## src/rtl/fetch_unit_if.sv

```systemverilog
// Instruction-cache request/response bus between the fetch stage and the icache.
// The fetch stage is the master: it drives the read request and address.
interface fetch_unit_if;
  logic        imemREN;
  logic [31:0] imemaddr;
  logic        ihit;
  logic [31:0] imemload;

  modport master (
    output imemREN, imemaddr,
    input  ihit, imemload
  );

  modport slave (
    input  imemREN, imemaddr,
    output ihit, imemload
  );
endinterface

```

## src/rtl/fetch_unit.sv

```systemverilog
// Instruction-fetch stage: owns the PC, reads the icache, feeds the IF/ID latch.
// Define FETCH_SKID_EN to add a one-entry skid buffer for hits under stall.
module fetch_unit #(
  parameter logic [31:0] PC0 = 32'h0000_0000
) (
  input  logic         CLK,
  input  logic         nRST,
  input  logic         stall,
  input  logic         redirect_valid,
  input  logic [31:0]  redirect_pc,
  input  logic         halt,
  fetch_unit_if.master imem,
  output logic [31:0]  instr,
  output logic [31:0]  curr_pc,
  output logic [31:0]  npc,
  output logic         ifid_en,
  output logic         ifid_flush
);

  typedef enum logic [1:0] {
    RUN  = 2'd0,
    DROP = 2'd1,
    HALT = 2'd2
  } fsm_t;

  fsm_t        fsm_q, fsm_d;
  logic [31:0] pc_q, pc_d;
  logic [31:0] target_q, target_d;
  logic        ren;
  logic [31:0] addr;

`ifdef FETCH_SKID_EN
  logic        skid_valid_q, skid_valid_d;
  logic [31:0] skid_instr_q, skid_instr_d;
  logic [31:0] skid_pc_q, skid_pc_d;
`endif

  assign imem.imemREN  = ren;
  assign imem.imemaddr = addr;

  always_comb begin
    pc_d       = pc_q;
    fsm_d      = fsm_q;
    target_d   = target_q;
    ren        = 1'b0;
    addr       = pc_q;
    instr      = imem.imemload;
    curr_pc    = pc_q;
    ifid_en    = 1'b0;
    ifid_flush = 1'b0;
`ifdef FETCH_SKID_EN
    skid_valid_d = skid_valid_q;
    skid_instr_d = skid_instr_q;
    skid_pc_d    = skid_pc_q;
`endif
    if (!nRST) begin
      addr       = PC0;
      instr      = '0;
      curr_pc    = PC0;
      ifid_flush = 1'b1;
    end else if (halt) begin
      // Halt outranks redirect and fetch; nothing is captured or flushed.
      fsm_d = HALT;
`ifdef FETCH_SKID_EN
      skid_valid_d = 1'b0;
`endif
    end else begin
      unique case (fsm_q)
        RUN: begin
`ifdef FETCH_SKID_EN
          if (skid_valid_q) begin
            instr   = skid_instr_q;
            curr_pc = skid_pc_q;
            if (redirect_valid) begin
              ifid_flush   = 1'b1;
              skid_valid_d = 1'b0;
              pc_d         = redirect_pc;
            end else if (!stall) begin
              ifid_en      = 1'b1;
              skid_valid_d = 1'b0;
            end
          end else
`endif
          begin
            ren = 1'b1;
            if (redirect_valid) begin
              ifid_flush = 1'b1;
              // A blocking icache must keep its address until the miss ends.
              if (imem.ihit) begin
                pc_d = redirect_pc;
              end else begin
                target_d = redirect_pc;
                fsm_d    = DROP;
              end
            end else if (imem.ihit && !stall) begin
              ifid_en = 1'b1;
              pc_d    = pc_q + 32'd4;
            end
`ifdef FETCH_SKID_EN
            else if (imem.ihit) begin
              skid_valid_d = 1'b1;
              skid_instr_d = imem.imemload;
              skid_pc_d    = pc_q;
              pc_d         = pc_q + 32'd4;
            end
`endif
          end
        end
        DROP: begin
          ren = 1'b1;
          if (redirect_valid) begin
            target_d   = redirect_pc;
            ifid_flush = 1'b1;
          end
          if (imem.ihit) begin
            pc_d  = redirect_valid ? redirect_pc : target_q;
            fsm_d = RUN;
          end
        end
        HALT: begin
          fsm_d = HALT;
        end
        default: begin
          fsm_d = RUN;
        end
      endcase
    end
    npc = curr_pc + 32'd4;
  end

  always_ff @(posedge CLK) begin
    if (!nRST) begin
      pc_q     <= PC0;
      fsm_q    <= RUN;
      target_q <= '0;
`ifdef FETCH_SKID_EN
      skid_valid_q <= 1'b0;
      skid_instr_q <= '0;
      skid_pc_q    <= '0;
`endif
    end else begin
      pc_q     <= pc_d;
      fsm_q    <= fsm_d;
      target_q <= target_d;
`ifdef FETCH_SKID_EN
      skid_valid_q <= skid_valid_d;
      skid_instr_q <= skid_instr_d;
      skid_pc_q    <= skid_pc_d;
`endif
    end
  end

endmodule
```

## src/flat_wrapper.sv

```systemverilog
// flat-port wrapper written by rule: the top's interface ports become plain ports
module fetch_unit_flat 
#(
  parameter logic [31:0] PC0 = 32'h0000_0000
)
  (CLK, nRST, stall, redirect_valid, redirect_pc, halt, instr, curr_pc, npc, ifid_en, ifid_flush, imem_imemREN, imem_imemaddr, imem_ihit, imem_imemload);
  fetch_unit_if imem_i ();
  input  logic CLK;
  input  logic nRST;
  input  logic stall;
  input  logic redirect_valid;
  input  logic [31:0] redirect_pc;
  input  logic halt;
  output logic [31:0] instr;
  output logic [31:0] curr_pc;
  output logic [31:0] npc;
  output logic ifid_en;
  output logic ifid_flush;
  output wire logic [$bits(imem_i.imemREN)-1:0] imem_imemREN;
  output wire logic [$bits(imem_i.imemaddr)-1:0] imem_imemaddr;
  input wire logic [$bits(imem_i.ihit)-1:0] imem_ihit;
  input wire logic [$bits(imem_i.imemload)-1:0] imem_imemload;
  assign imem_imemREN = imem_i.imemREN;
  assign imem_imemaddr = imem_i.imemaddr;
  assign imem_i.ihit = imem_ihit;
  assign imem_i.imemload = imem_imemload;
  fetch_unit #(.PC0(PC0)) u_core (.CLK(CLK), .nRST(nRST), .stall(stall), .redirect_valid(redirect_valid), .redirect_pc(redirect_pc), .halt(halt), .imem(imem_i), .instr(instr), .curr_pc(curr_pc), .npc(npc), .ifid_en(ifid_en), .ifid_flush(ifid_flush));
endmodule
```

## config.mk

```make
export PLATFORM = sky130hd
export DESIGN_NAME = fetch_unit_flat
export DESIGN_NICKNAME = d
export VERILOG_FILES = /design/src/rtl/fetch_unit_if.sv /design/src/rtl/fetch_unit.sv /design/src/flat_wrapper.sv
export SDC_FILE = /design/constraint.sdc
export NUM_CORES = 1
export LEC_CHECK = 0
export ABC_AREA = 1
export CAP_MARGIN = 10
export CORE_MARGIN = 2
export CORE_UTILIZATION = 46
export CTS_BUF_LIST = sky130_fd_sc_hd__clkbuf_2
export DETAILED_ROUTE_END_ITERATION = 16
export PLACE_DENSITY = 0.84
export SLEW_MARGIN = 20
export SYNTH_ARGS = -nofsm -noshare
export SYNTH_HDL_FRONTEND = slang
export SYNTH_SLANG_ARGS = --single-unit
```

## constraint.sdc

```tcl
create_clock -name CLK -period 3.3 [get_ports CLK]
set_clock_uncertainty 0.2 [all_clocks]
set_input_delay 0.495 -clock CLK [delete_from_list [all_inputs] [get_ports CLK]]
set_output_delay 0.495 -clock CLK [all_outputs]
set_load 0.01 [all_outputs]
```

======== Word level (Yosys, flattened, before mapping) ========
Index checks and enable logic that the tools add are counted.
cells by class
  reductions and logical operators ........ 10
  add/sub/neg operators ................... 2
  eq/ne operators ......................... 10
  muxes and demuxes ....................... 28
  bitwise operators ....................... 2
operator list
  operator                 count
  $mux W32                 9
  $pmux W32 S2             2
  $add A32 B3 Y32 const B  2
  $mux W1                  12
  $ne A3 B3 Y1 const B     4
  $mux W2                  4
  $ne A2 B2 Y1 const B     3
  $pmux W2 S3              1
  $reduce_and A3 Y1        2
  $reduce_and A5 Y1        1
  $reduce_and A4 Y1        1
  $reduce_or A2 Y1         2
  $ne A3 B2 Y1 const B     1
  $eq A2 B1 Y1 const B     1
  $eq A2 B2 Y1 const B     1
  $logic_not A2 Y1         1
  $not A1 Y1               2
  $reduce_bool A2 Y1       1
  $logic_and A1 B1 Y1      1
  $logic_not A1 Y1         1
word-level totals
  output and inout port bits .............. 131
  input bits .............................. 70
  register bits after elaboration ......... 66

======== Logic depth before layout (Yosys ltp) ========
Gate-level depths: netlist of the first run.
  word-level depth ........................ 7
  mapped depth ............................ 11
  depth with buffers taken out ............ 11

======== Worst setup path before layout of the first run ========
No wires, ideal clock.
  path kind ............................... input to output
  start ................................... in nRST
  end ..................................... out npc[26]
  stages .................................. 11
  slack ................................... 0.341 ns
  arrival ................................. 2.264 ns
  required time ........................... 2.605 ns
  path through ............................ buf_4 -> buf_2 -> nand2_1 -> inv_1 -> ha_1 -> inv_1 -> nor3_4 -> nand2_1 -> nor2_1 -> nand4_1 -> xor2_1
on the way
  word-level cells in the longest chain between the ends .. 2
RTL lines
  item                  RTL line            source
  start, declared       flat_wrapper.sv:9   input logic nRST;
  $mux W32              fetch_unit.sv:56    if (!nRST) begin
  named net curr_pc[2]  flat_wrapper.sv:15  output logic [31:0] curr_pc;
  $add A32 B3 Y32       fetch_unit.sv:128   npc = curr_pc + 32'd4;
  end, declared         flat_wrapper.sv:16  output logic [31:0] npc;
The timed path passes the listed nets, and every way through them passes these cells.

======== Worst setup path in the final report of the first run ========
  start ................................... reg u_core.pc_q[17]
  end ..................................... out npc[25]
on the way
  word-level cells in the longest chain between the ends .. 2
RTL lines
  item                    RTL line           source
  start, declared         fetch_unit.sv:27   logic [31:0] pc_q, pc_d;
  start signal, assigned  fetch_unit.sv:142  pc_q <= pc_d;
  $mux W32                fetch_unit.sv:56
  $add A32 B3 Y32         fetch_unit.sv:128
No other way between the ends.

==> impl_metrics.py, run 1 <==
metrics = {
    "setup_path": {
        "critical_path.max_stage_delay_ps": 550,
        "crit_path_max_fanout": 5,
        "reg2reg_slack_ps": 1170,
        "end_kind": "output port",
        "type_of_the_worst_setup_path": "flop to output port",
        "setup.worst_path.start_class": "flop",
        "worstPathCellList": "nand2_1, inv_1, buf_4, nand3_1, nor3_1, nand3_1, xor2_1, clkdlybuf4s50_1",
        "worstPathRequired_ps": 2600,
        "timing.critical_path.mode_cell": "nand3_1",
        "crit_family": "buffers and inverters",
        "cp_num_buf_inv": 3,
        "critical-path-slowest-cell": "clkdlybuf4s50_1",
        "cp.arrival_ps": 2500,
    },
    "cts": {
        "clock-root-buffer": "clkbuf_2",
        "cts_made_buffers": 9,
        "max-clock-path-buffers": 2,
        "cts_hold_buffers": 0,
        "h-tree-depth": 3,
        "insertion_delay_ps": 570,
        "tritoncts_clock_tree": "built",
        "cts.clk_slew.worst_paths_ps": 210,
        "cts_sinks": 66,
    },
    "sta": {
        "hold_viol_final": 0,
        "holdWs_ps": 59.1,
        "setup_viol": 0,
        "rsz_0062_raised_after_global_routing": "false",
        "final_period_minus_worst_setup_slack_ps": 3200,
        "max_freq_mhz": 313,
        "maxSlewViolCount": 0,
        "final_min_period_over_clock_period_pct": 96.9,
        "worst_pin_slew_ps": 589,
        "timing.max_slew.rel_slack_pct": 60.7,
        "final.setup.worst_slack_ps": 103,
        "setup-tns-final_ps": 0,
    },
    "finish": {
        "layout_common_cells": "clkdlybuf4s50_1 (184), nand2_1 (175), inv_1 (147), nor2_1 (112), dfxtp_1 (48)",
        "final_cell_count_no_fill": 1169,
        "layout.cells.most_common": "clkdlybuf4s50_1",
        "num_antenna_cells": 0,
        "fillerInstances": 982,
        "final_area_mm2": 0.00744,
        "design.final.nets": 1098,
        "share_of_post_route_cells_with_drive_strength_above_1_pct": 11.7,
        "area_delta_synth_final_pct": 44.8,
    },
    "place": {
        "io_buffer_count": 200,
        "place_area_mm2": 0.00724,
        "detailedPlacementHpwl_mm": 14.0,
        "pre_cts_slack_ps": 22.1,
        "gp_congestion": 0.991,
        "dpl.cell_count": 1154,
    },
    "logic_synthesis": {
        "synth_cell_type_count": 37,
        "synth_area_mm2": 0.00514,
        "synth-warning-count": 0,
        "yosys_register_bits": 66,
        "synth.area.top_cells": "dfxtp_1 (26%), nand2_1 (13%), inv_1 (11%)",
        "synth_nets": 911,
        "synth.avg_cell_area_um2": 6.13,
        "yosysTopAreaCell": "dfxtp_1",
        "synth_cells": 839,
        "synth.top_cell.area_share_pct": 25.7,
        "yosysSeqAreaShare_pct": 25.7,
    },
    "grt": {
        "grt_antenna_before_repair": 0,
        "grt_pass1_vias": 5650,
        "grt_pass1_wl_mm": 27.6,
        "groute.usage.overall_pct": 29.8,
        "largest_net_degree_at_the_start_of_global_routing": 65,
        "grt-ovfl-total": 0,
    },
    "die": {
        "die_h_um": 110,
        "dieArea_mm2": 0.0120,
        "fp.dieW_um": 110,
        "placement_rows": 38,
        "top_level_ports": 201,
        "starting_density_of_the_core_pct": 47.2,
        "core_mm2": 0.0109,
    },
    "routing": {
        "drt_drc_violations_left": 0,
        "average_wire_length_per_cell_after_detail_routing_um": 15.1,
        "detailedRoute.firstPassIterationCount": 6,
        "post_drt_via_cell_ratio": 5.16,
        "detail_route.iter0.violations": 562,
        "finalWirelength_mm": 17.7,
        "total_number_of_vias": 6030,
        "drt.antenna.violating_nets": 0,
    },
    "status": {
        "outcome": "finished clean",
    },
    "run": {
        "timing.max_cap.violations": 0,
    },
    "power": {
        "vdd_ir_drop_max_mv": 0.193,
        "p_per_area_mw_per_mm2": 267,
        "leakage_nw": 3.48,
    },
    "worst_hold_path": {
        "hold_path_class": "input port to flop",
    },
}
## through the flow
stage | util [%] | total power, mW
2_1_floorplan | - | 1.25
3_3_place_gp | 66.5 | 1.58
5_1_grt | 68.3 | 2.09
3_5_place_dp | 66.5 | 1.59
6_report | 68.3 | 1.98
4_1_cts | 67.4 | 1.97
## cell type report
class,instances,area (µm²),area share (%)
Clock buffer,9,45.0,0.605
Clock inverter,5,23.8,0.319
Inverter,154,578,7.77
Multi-Input combinational cell,552,2920,39.2
Sequential cell,66,1350,18.2
Tap cell,140,175,2.35
Timing Repair Buffer,243,2350,31.5
## synth_stat cells
| library cell | number |
|---|---|
| a31oi_1 | 6 |
| ha_1 | 2 |
| o2111ai_2 | 1 |
| nand2_2 | 5 |
| nor4_1 | 4 |
| buf_2 | 14 |
| o21ai_0 | 23 |
| a21oi_1 | 33 |
| o211ai_2 | 1 |
| nor3_1 | 13 |
| inv_1 | 147 |
| nor3_4 | 1 |
| nor2_1 | 122 |
| nor2_8 | 1 |
| xnor2_1 | 2 |
| nand4_1 | 10 |
| buf_6 | 1 |
| nor2_4 | 3 |
| o221ai_1 | 1 |
| inv_2 | 7 |
| or2_2 | 1 |
| buf_1 | 1 |
| xor2_1 | 30 |
| nand3b_4 | 1 |
| a211oi_1 | 43 |
| dfxtp_1 | 66 |
| buf_4 | 36 |
| nand3_1 | 44 |
| nand3_2 | 2 |
| nor2_2 | 6 |
| nor3_2 | 4 |
| a32oi_1 | 2 |
| clkbuf_1 | 15 |
| nand2_1 | 176 |
| a22oi_1 | 10 |
| nand3b_1 | 2 |
| o21bai_1 | 3 |
## worst paths after layout
check / end / cells after the start / start
worst max register to register: u_core.pc_q[22] / 12 / u_core.pc_q[2]
worst max-delay path: npc[25] / 8 / u_core.pc_q[17]
worst min-delay path: u_core.pc_q[2] / 3 / nRST
worst min register to register: u_core.target_q[27] / 2 / u_core.target_q[27]
## cell families after synthesis
logic type	after synthesis	share of synthesized area (%)
DFF	66	25.7
and+or+nand+nor	395	33.7
buffers and inverters	221	19.3
xor gates and xnor gates	32	5.45
AOI/OAI and AO/OA	123	15.4
adders and majority gates	2	0.487
## layer usage
| layer | track usage, % | vias up | routed length [µm] |
|---|---|---|---|
| li1 | - | 2997 | - |
| met1 | 38.8 | 2709 | 7530 |
| met2 | 49.6 | 297 | 8200 |
| met3 | 5.04 | 27 | 1480 |
| met4 | 10.4 | 0 | 440 |
| met5 | 0 | - | 0 |
## report_power, final
part | internal (mW) | switching [mW] | total [mW]
combinational | 0.333 | 0.340 | 0.673
clock | 0.0820 | 0.312 | 0.394
sequential | 0.860 | 0.0577 | 0.918
total | 1.27 | 0.710 | 1.98
## flip-flops by register name, summed over array words and instances, names as in the netlist
name,count
u_core.pc_q,32
u_core.fsm_q,2
u_core.target_q,32
## what timing repair did
action | in CTS | in global routing
gates resized for setup | 19 | 37
setup buffers | 0 | 1
hold endpoints to repair | 0 | 0
endpoints found under the setup margin | 17 | 16
pin swaps | 0 | 1
## worst reg2reg max path, stage by stage, from the launching register on
cell and delay, ps:
dfxtp_2 370, buf_4 130, ha_1 180, nand2_1 90
nor2_2 120, nand2_2 160, nor2_4 250, nand2_2 150
nand2_1 90, nand3_1 60, nand2_1 60, nand2_1 90
a21oi_1 140
Note: power is estimated with default switching activity, not from simulation.
==> run 2: changes to the inputs <==
- CORE_UTILIZATION: 46 -> 45
- PLACE_DENSITY: 0.84 -> 0.82
- SLEW_MARGIN: 20 -> unset
==> impl_metrics.py, run 2 (synthesis results as in run 1) <==
metrics = {
    "setup_path": {
        "worstPathCellList": "nand2_1, buf_4, nor2_1, nand2_1, nor3_2, nand3_1, xor2_1, clkdlybuf4s50_1",
        "critical_path_depth": 8,
        "end_kind": "output port",
        "crit_path_max_fanout": 5,
        "critical-path-slowest-cell": "clkdlybuf4s50_1",
        "type_of_the_worst_setup_path": "flop to output port",
        "depth_of_the_worst_register_to_register_path": 8,
        "cp_num_buf_inv": 2,
        "critical_path.max_stage_delay_ps": 550,
        "crit_family": "simple AND/OR/NAND/NOR gates",
        "setup.worst_path.start_class": "flop",
        "timing.critical_path.mode_cell": "nand2_1",
        "worstPathRequired_ps": 2600,
        "cp.arrival_ps": 2520,
    },
    "finish": {
        "final_cell_count_no_fill": 1171,
        "share_of_post_route_cells_with_drive_strength_above_1_pct": 11.5,
        "design.final.nets": 1094,
        "area_delta_synth_final_pct": 44.9,
        "layout.cells.most_common": "clkdlybuf4s50_1",
        "layout_common_cells": "clkdlybuf4s50_1 (185), nand2_1 (174), inv_1 (147), nor2_1 (115), dfxtp_1 (46)",
        "top_regs": "u_core.pc_q: 32 flops, u_core.target_q: 32 flops, u_core.fsm_q: 2 flops",
        "final_area_mm2": 0.00745,
    },
    "cts": {
        "h-tree-depth": 3,
        "max-clock-path-buffers": 2,
        "insertion_delay_ps": 520,
        "cts_made_buffers": 9,
        "tritoncts_clock_tree": "built",
        "cts_sinks": 66,
        "cts.clk_slew.worst_paths_ps": 180,
        "clock-root-buffer": "clkbuf_2",
    },
    "die": {
        "die_h_um": 111,
        "starting_density_of_the_core_pct": 45.6,
        "core_mm2": 0.0113,
        "dieArea_mm2": 0.0123,
        "top_level_ports": 201,
        "placement_rows": 39,
        "fp.dieW_um": 111,
    },
    "grt": {
        "grt-ovfl-total": 0,
        "groute.usage.overall_pct": 27.4,
        "grt_antenna_before_repair": 1,
        "grt_pass1_vias": 5620,
        "largest_net_degree_at_the_start_of_global_routing": 65,
        "grt_pass1_wl_mm": 27.4,
    },
    "sta": {
        "rsz_0062_raised_after_global_routing": "true",
        "max_freq_mhz": 311,
        "maxSlewViolCount": 0,
        "final_period_minus_worst_setup_slack_ps": 3220,
        "timing.max_slew.rel_slack_pct": 58.9,
        "setup_viol": 0,
        "worst_pin_slew_ps": 616,
        "hold_viol_final": 0,
        "final_min_period_over_clock_period_pct": 97.5,
    },
    "power": {
        "p_per_area_mw_per_mm2": 275,
        "leakage_nw": 3.49,
        "vdd_ir_drop_max_mv": 0.157,
        "power_mw": 2.05,
    },
    "place": {
        "detailedPlacementHpwl_mm": 13.5,
        "place_area_mm2": 0.00721,
        "dpl.cell_count": 1153,
        "io_buffer_count": 200,
        "gp_congestion": 1.01,
    },
    "routing": {
        "finalWirelength_mm": 17.1,
        "average_wire_length_per_cell_after_detail_routing_um": 14.6,
        "drt.antenna.violating_nets": 0,
        "drt_drc_violations_left": 0,
        "post_drt_via_cell_ratio": 5.15,
        "total_number_of_vias": 6028,
        "detailedRoute.firstPassIterationCount": 5,
        "detail_route.iter0.violations": 503,
    },
    "status": {
        "outcome": "finished clean",
    },
    "worst_hold_path": {
        "hold_path_class": "input port to flop",
        "hold_depth": 3,
    },
    "run": {
        "timing.max_cap.violations": 0,
    },
}
## run 2: changes by cell type in the layout (fill, tap and decap cells not counted), moves of 2 or more
cell / delta
buf_4: -4
clkbuf_2: +2
dfxtp_1: -2
dfxtp_4: +3
dlygate4sd2_1: -3
dlymetal6s2s_1: +2
nor2_1: +3
nor2_2: -2
nor3_1: -2
nor3_2: +3
## run 2: final timing paths
path | start | endpoint | slack, ps
max | u_core.pc_q[15] | npc[20] | 80
min | nRST | u_core.pc_q[3] | 90
max reg2reg | u_core.fsm_q[1] | u_core.pc_q[4] | 1120
min reg2reg | u_core.target_q[13] | u_core.target_q[13] | 270
## run 2: per-layer routing
| metal | vias up | part of all wire (%) | global-route usage [%] | routed length, µm |
|---|---|---|---|---|
| li1 | 2986 | - | - | - |
| met1 | 2680 | 42 | 36.1 | 7220 |
| met2 | 333 | 46 | 44.3 | 7900 |
| met3 | 29 | 9.8 | 7.00 | 1680 |
| met4 | 0 | 1.9 | 8.25 | 325 |
| met5 | - | 0 | 0 | 0 |
## run 2: where the power goes
group	internal [mW]	total, mW	switching [mW]
Combinational	0.331	0.664	0.333
Sequential	0.860	0.919	0.0596
Clock	0.172	0.468	0.296
## run 2: layout make-up
type	count	area [µm²]
multi-input combinational	552	2900
antenna	1	2.50
timing repair buffer	239	2330
clock inverter	5	45.0
inverter	154	578
sequential	66	1360
tap	143	179
fill	1030	3820
clock buffer	11	55.1
## run 2: metrics by stage
stage	utilization, %	setup TNS (ps)	setup slack, ps	hold WS, ps
floorplan	-	0	341	233
global placement	64.0	0	96.5	244
detailed placement	64.0	0	117	244
CTS	65.2	0	7.97	52.6
global route	66.1	-10.3	-10.3	64.3
finish	66.1	0	82.2	94.5
## run 2: timing repair
action | 4_1_cts | 5_1_grt
gates resized for setup | 13 | 43
buffers inserted | 1 | 0
setup endpoints to repair | 11 | 18
hold buffers | 0 | 0
## run 2: worst min-delay path, stage by stage
cell and delay [ps]:
buf_2 130, nand2_1 100, a21oi_1 70
==> RTL change 1: new RTL, settings of run 1 <==
Reset style: asynchronous (`nRST`), changed in one clocked block.
--- a/src/rtl/fetch_unit.sv
+++ b/src/rtl/fetch_unit.sv
@@ -130,3 +130,3 @@
 
-  always_ff @(posedge CLK) begin
+  always_ff @(posedge CLK or negedge nRST) begin
     if (!nRST) begin
Function: no difference found for any inputs over 4 cycles, from zero or initial values and one cycle with nRST low; that may be too few to reach the edited logic, so the function may still have changed.
==> RTL change 1 against run 1 <==
- sequential cell count did not move
- area after synthesis rose by 7.1%
- fmax rose by 0.64%
- non-clock buffer count rose by 9
- wire length rose by 3.9%
- worst hold slack improved by 0.16 ns
- setup slack improved by 0.020 ns
- register-to-register slack got worse by 0.11 ns
- cell area rose by 6.3%
- critical path type unchanged
- largest cell class unchanged
- highest routed layer unchanged
Power is not compared: it rests on default switching activity, and its combinational part moved more than twofold at a synthesized area within 25%.
==> RTL change 1: results <==
{
  "diodes": 0,
  "synth-main-ff-cell": "dfrtp_1",
  "synth_cell_types": 41,
  "clk_pin_slew_ns": 0.18,
  "wl_met2_um": 8990,
  "first_pass_iters": 7,
  "synthTopCellsByArea": "dfrtp_1 30%, nand2_1 18%, inv_1 8.9%",
  "yosysWarnings": 0,
  "cts_max_level": 3,
  "grt_pass1_vias": 5824,
  "place_hpwl_um": 14300,
  "synthArstFlopShare": 1.00,
  "cp.arrival_ns": 2.48,
  "avgViaCountPerCell": 5.17,
  "wl_met1_um": 7460,
  "io_buffers": 200,
  "wl_um": 18300,
  "track_usage": 0.280,
  "cp_top_family": "buffers and inverters",
  "largest_registers": "u_core.pc_q x32, u_core.target_q x32, u_core.fsm_q x2",
  "worst_pin_slew_ns": 0.695,
  "cp-start-kind": "flop",
  "synth_common_cells": "260 x nand2_1, 130 x inv_1, 106 x nor2_1, 66 x dfrtp_1, 65 x o21ai_0",
  "p_leak_uw": 0.00398,
  "placed_area_um2": 7430,
  "drt_iter0_drc": 514,
  "status": "complete, no violations",
  "clk_latency_ns": 0.51,
  "final_nets": 1145,
  "antenna_found_initial": 0,
  "dr.max_layer_used": "met4",
  "synth_seq_area_share": 0.300,
  "grt_pass1_wl_um": 28700,
  "cts_root_buf": "clkbuf_2",
  "crit_path_max_incr_delay_ns": 0.55,
  "grt_max_degree": 43,
  "drive_gt1_frac": 0.133,
  "drt-wirelength-per-cell_um": 15.0,
  "syn_inst": 876,
  "synth_edf_count": 0,
  "dp.cells": 1176,
  "holdCritPathClass": "primary input to asynchronous set/reset pin",
  "synth_nets": 948,
  "place.gp.congestion": 0.917,
  "vdd_drop_max_uv": 350,
  "r2r_cells": 11,
  "cts-buffers-inserted": 9,
  "wl_met3_um": 1420,
  "clk_path_buf_depth": 2,
  "cp_max_fo": 8,
  "crit_slowest_cell": "clkdlybuf4s50_1"
}
## RTL change 1: repair_timing
action | CTS | global route
pin swaps | 2 | 7
endpoints found under the setup margin | 17 | 21
setup buffers | 10 | 16
endpoints found under the hold margin | 24 | 0
gates resized for setup | 12 | 40
hold buffers | 3 | 0
## RTL change 1: per-stage QoR
step                      setup TNS, ns  total power [uW]  setup WS (ns)
final                                 0              4330          0.123
after global routing            -0.0366              4610        -0.0251
after CTS                       -0.0140              4170        -0.0104
after detailed placement              0              3570          0.192
after global placement                0              3510          0.185
after floorplan                       0              2610          0.251
## RTL change 1: cell type report
cell class,instances,area [um^2]
fillers,1028,3660
multi-input cells,608,2990
repair buffers,252,2430
flip-flops and latches,66,1670
inverters,136,510
well taps,143,179
clock inverters,6,81.3
clock buffers,10,50.0
## RTL change 1: final timing paths
kind / slack (ns) / start / end
setup / recovery: 0.12 / u_core.pc_q[16] / npc[25]
hold / removal: 0.22 / nRST / u_core.target_q[23]
setup reg to reg: 1.06 / u_core.pc_q[3] / u_core.pc_q[14]
hold reg to reg: 0.32 / u_core.target_q[0] / u_core.target_q[0]
max in group asynchronous: 1.68 / nRST / u_core.pc_q[19]
min in group CLK: 0.32 / u_core.target_q[0] / u_core.target_q[0]
## RTL change 1: logic make-up (layout without fill, tap and decap cells)
kind of cell,count (synthesis),count (layout),share of synthesized area
AO/OA/AOI/OAI,107,107,0.104
multiplexers,12,12,0.0243
flip-flops,66,66,0.300
AND/OR/NAND/NOR,470,470,0.367
adder cells (fa/ha/maj),2,2,0.00454
buffers and inverters,202,404,0.174
XOR/XNOR,17,17,0.0270
## RTL change 1: report_power, final
group	internal, uW	switching, uW	leakage [uW]	total (uW)
clock network	249	296	0.0000793	544
registers	1150	343	0.000767	1490
logic	1110	1180	0.00313	2290
total	2510	1820	0.00398	4330
## RTL change 1: worst register-to-register path, stage by stage (launching register included)
cell and delay, ns:
dfrtp_1 0.42, buf_4 0.13, buf_4 0.10, ha_1 0.19
nand3_1 0.13, nor2_1 0.32, nand2_1 0.20, nor2_1 0.16
nand3_1 0.11, nand3_1 0.09, nand2_1 0.05, o21ai_0 0.07
## RTL change 1: per-layer routing
metal	track usage	vias to the layer above
li1	-	3072
met1	0.360	2896
met2	0.475	304
met3	0.0457	36
met4	0.105	0
met5	0	-
==> RTL change 2: new RTL, flow settings as in run 1 <==
Without the edit above. Build with the macro `FETCH_SKID_EN` defined.
--- a/src/rtl/fetch_unit.sv
+++ b/src/rtl/fetch_unit.sv
@@ -2,2 +2,4 @@
 // Define FETCH_SKID_EN to add a one-entry skid buffer for hits under stall.
+`define FETCH_SKID_EN
+
 module fetch_unit #(
Formal check against the unedited RTL: not equivalent (a bounded check fails within 4 cycles, from zero or initial values and one cycle with nRST low).
==> RTL change 2 against run 1 <==
- the run now ends with setup timing left
- wire length increased by 110%
- via count increased by 99%
- synthesized cell count is 87% higher
- first-iteration DRC count up 140%
- count of clock-buffer cells in the layout up 9
- cell area is 82% higher
- power up 110%
- setup slack worse by 0.28 ns
- utilization increased by 1.0 points
- sequential cell count rose by 65
- area after synthesis increased by 79%
- final cell count grew 82%
- clock power rose to 3.2 times the old value
- critical path depth is 4 higher
- largest cell class unchanged
==> RTL change 2: results <==
{
  "drive_gt1_frac": 0.222,
  "cts_setup_buffers": 39,
  "grt_pass1_vias": 10961,
  "synthArstFlopShare": 0,
  "clk_path_buf_depth": 2,
  "crit_path_max_incr_delay_ns": 0.40,
  "holdCritPathClass": "primary input to flop",
  "final_nets": 1925,
  "crit_slowest_cell": "dfxtp_4",
  "antenna_found_initial": 1,
  "vdd_drop_max_uv": 249,
  "hold_buffers": 2,
  "yosysMostFrequentCell": "nand2_1",
  "grt_max_degree": 51,
  "post-place-ws_ns": -0.440,
  "placed_area_um2": 11900,
  "io_buffers": 200,
  "synth_nets": 1639,
  "synth_common_cells": "340 x nand2_1, 293 x nor2_1, 187 x o21ai_0, 138 x inv_1, 135 x a21oi_1",
  "place_hpwl_um": 24600,
  "cp_top_family": "buffers and inverters",
  "worst_pin_slew_ns": 0.802,
  "cts-buffers-inserted": 17,
  "track_usage": 0.322,
  "setup_violations": 25,
  "status": "complete, but fails checks",
  "synth_cell_types": 43,
  "postLayoutSetupSlackWorst_ns": -0.182,
  "cts_root_buf": "clkbuf_2",
  "cts-resized-gates": 270,
  "first_pass_iters": 6,
  "reg2reg_from": "u_core.skid_valid_q",
  "synthTopCellsByArea": "dfxtp_1 29%, nand2_1 14%, nor2_1 12%",
  "grt_pass1_wl_um": 55900,
  "drt_iter0_drc": 1329,
  "yosysWarnings": 0,
  "cp.arrival_ns": 2.79,
  "avgViaCountPerCell": 5.63,
  "clk_pin_slew_ns": 0.23,
  "cts_max_level": 4,
  "crit_path_start": "u_core.fsm_q[1]",
  "place.gp.congestion": 0.961,
  "violations": "setup timing",
  "synth_seq_area_share": 0.285,
  "hold_start": "nRST",
  "cp_max_fo": 7,
  "wl_um": 37000,
  "p_leak_uw": 0.00635,
  "clk_latency_ns": 0.72
}
[RTL change 2: cells by family (layout without fill, tap and decap cells)]
group           Yosys count  in the layout  share of synthesized area
compound gates          369            369                      0.214
xor+xnor                 19             19                     0.0181
fa+ha+maj                 2              2                    0.00272
buf+inv                 243            541                      0.111
flops                   131            131                      0.285
other cells               0              1                          0
simple gates            803            804                      0.369
[RTL change 2: area by class of cell]
cell class / count / area, um^2
Multi-Input combinational cell: 1194 / 6250
Fill cell: 1609 / 5980
Timing Repair Buffer: 361 / 3460
Sequential cell: 131 / 2630
Inverter: 148 / 559
Tap cell: 265 / 332
Clock inverter: 14 / 226
Clock buffer: 18 / 90.1
Antenna cell: 1 / 2.50
[RTL change 2: final timing paths]
kind / to / slack (ns) / cells after the start
setup reg to reg: u_core.skid_pc_q[14] / 0.58 / 10
hold reg to reg: u_core.skid_pc_q[27] / 0.27 / 2
setup / recovery: npc[8] / -0.18 / 12
hold / removal: u_core.skid_pc_q[15] / 0.12 / 4
[RTL change 2: per-stage QoR]
step	std cells	TNS, ns	utilization
finish	2132	-2.65	0.694
global route	2132	-6.46	0.694
CTS	2121	-2.14	0.672
detailed placement	2041	-12.96	0.611
global placement	2041	-10.91	0.611
floorplan	1567	0	-
[RTL change 2: per-layer routing]
metal	routed length, um	track usage	up-vias
met5	0	0	-
met1	14700	0.414	5514
li1	-	-	5637
met3	3160	0.0536	158
met2	17300	0.536	704
met4	1840	0.136	0
[RTL change 2: where the power goes]
group / internal (uW) / total, uW / switching [uW]
clock network: 592 / 1270 / 682
registers: 1680 / 1760 / 83.1
logic: 462 / 1090 / 626
total: 2730 / 4120 / 1390
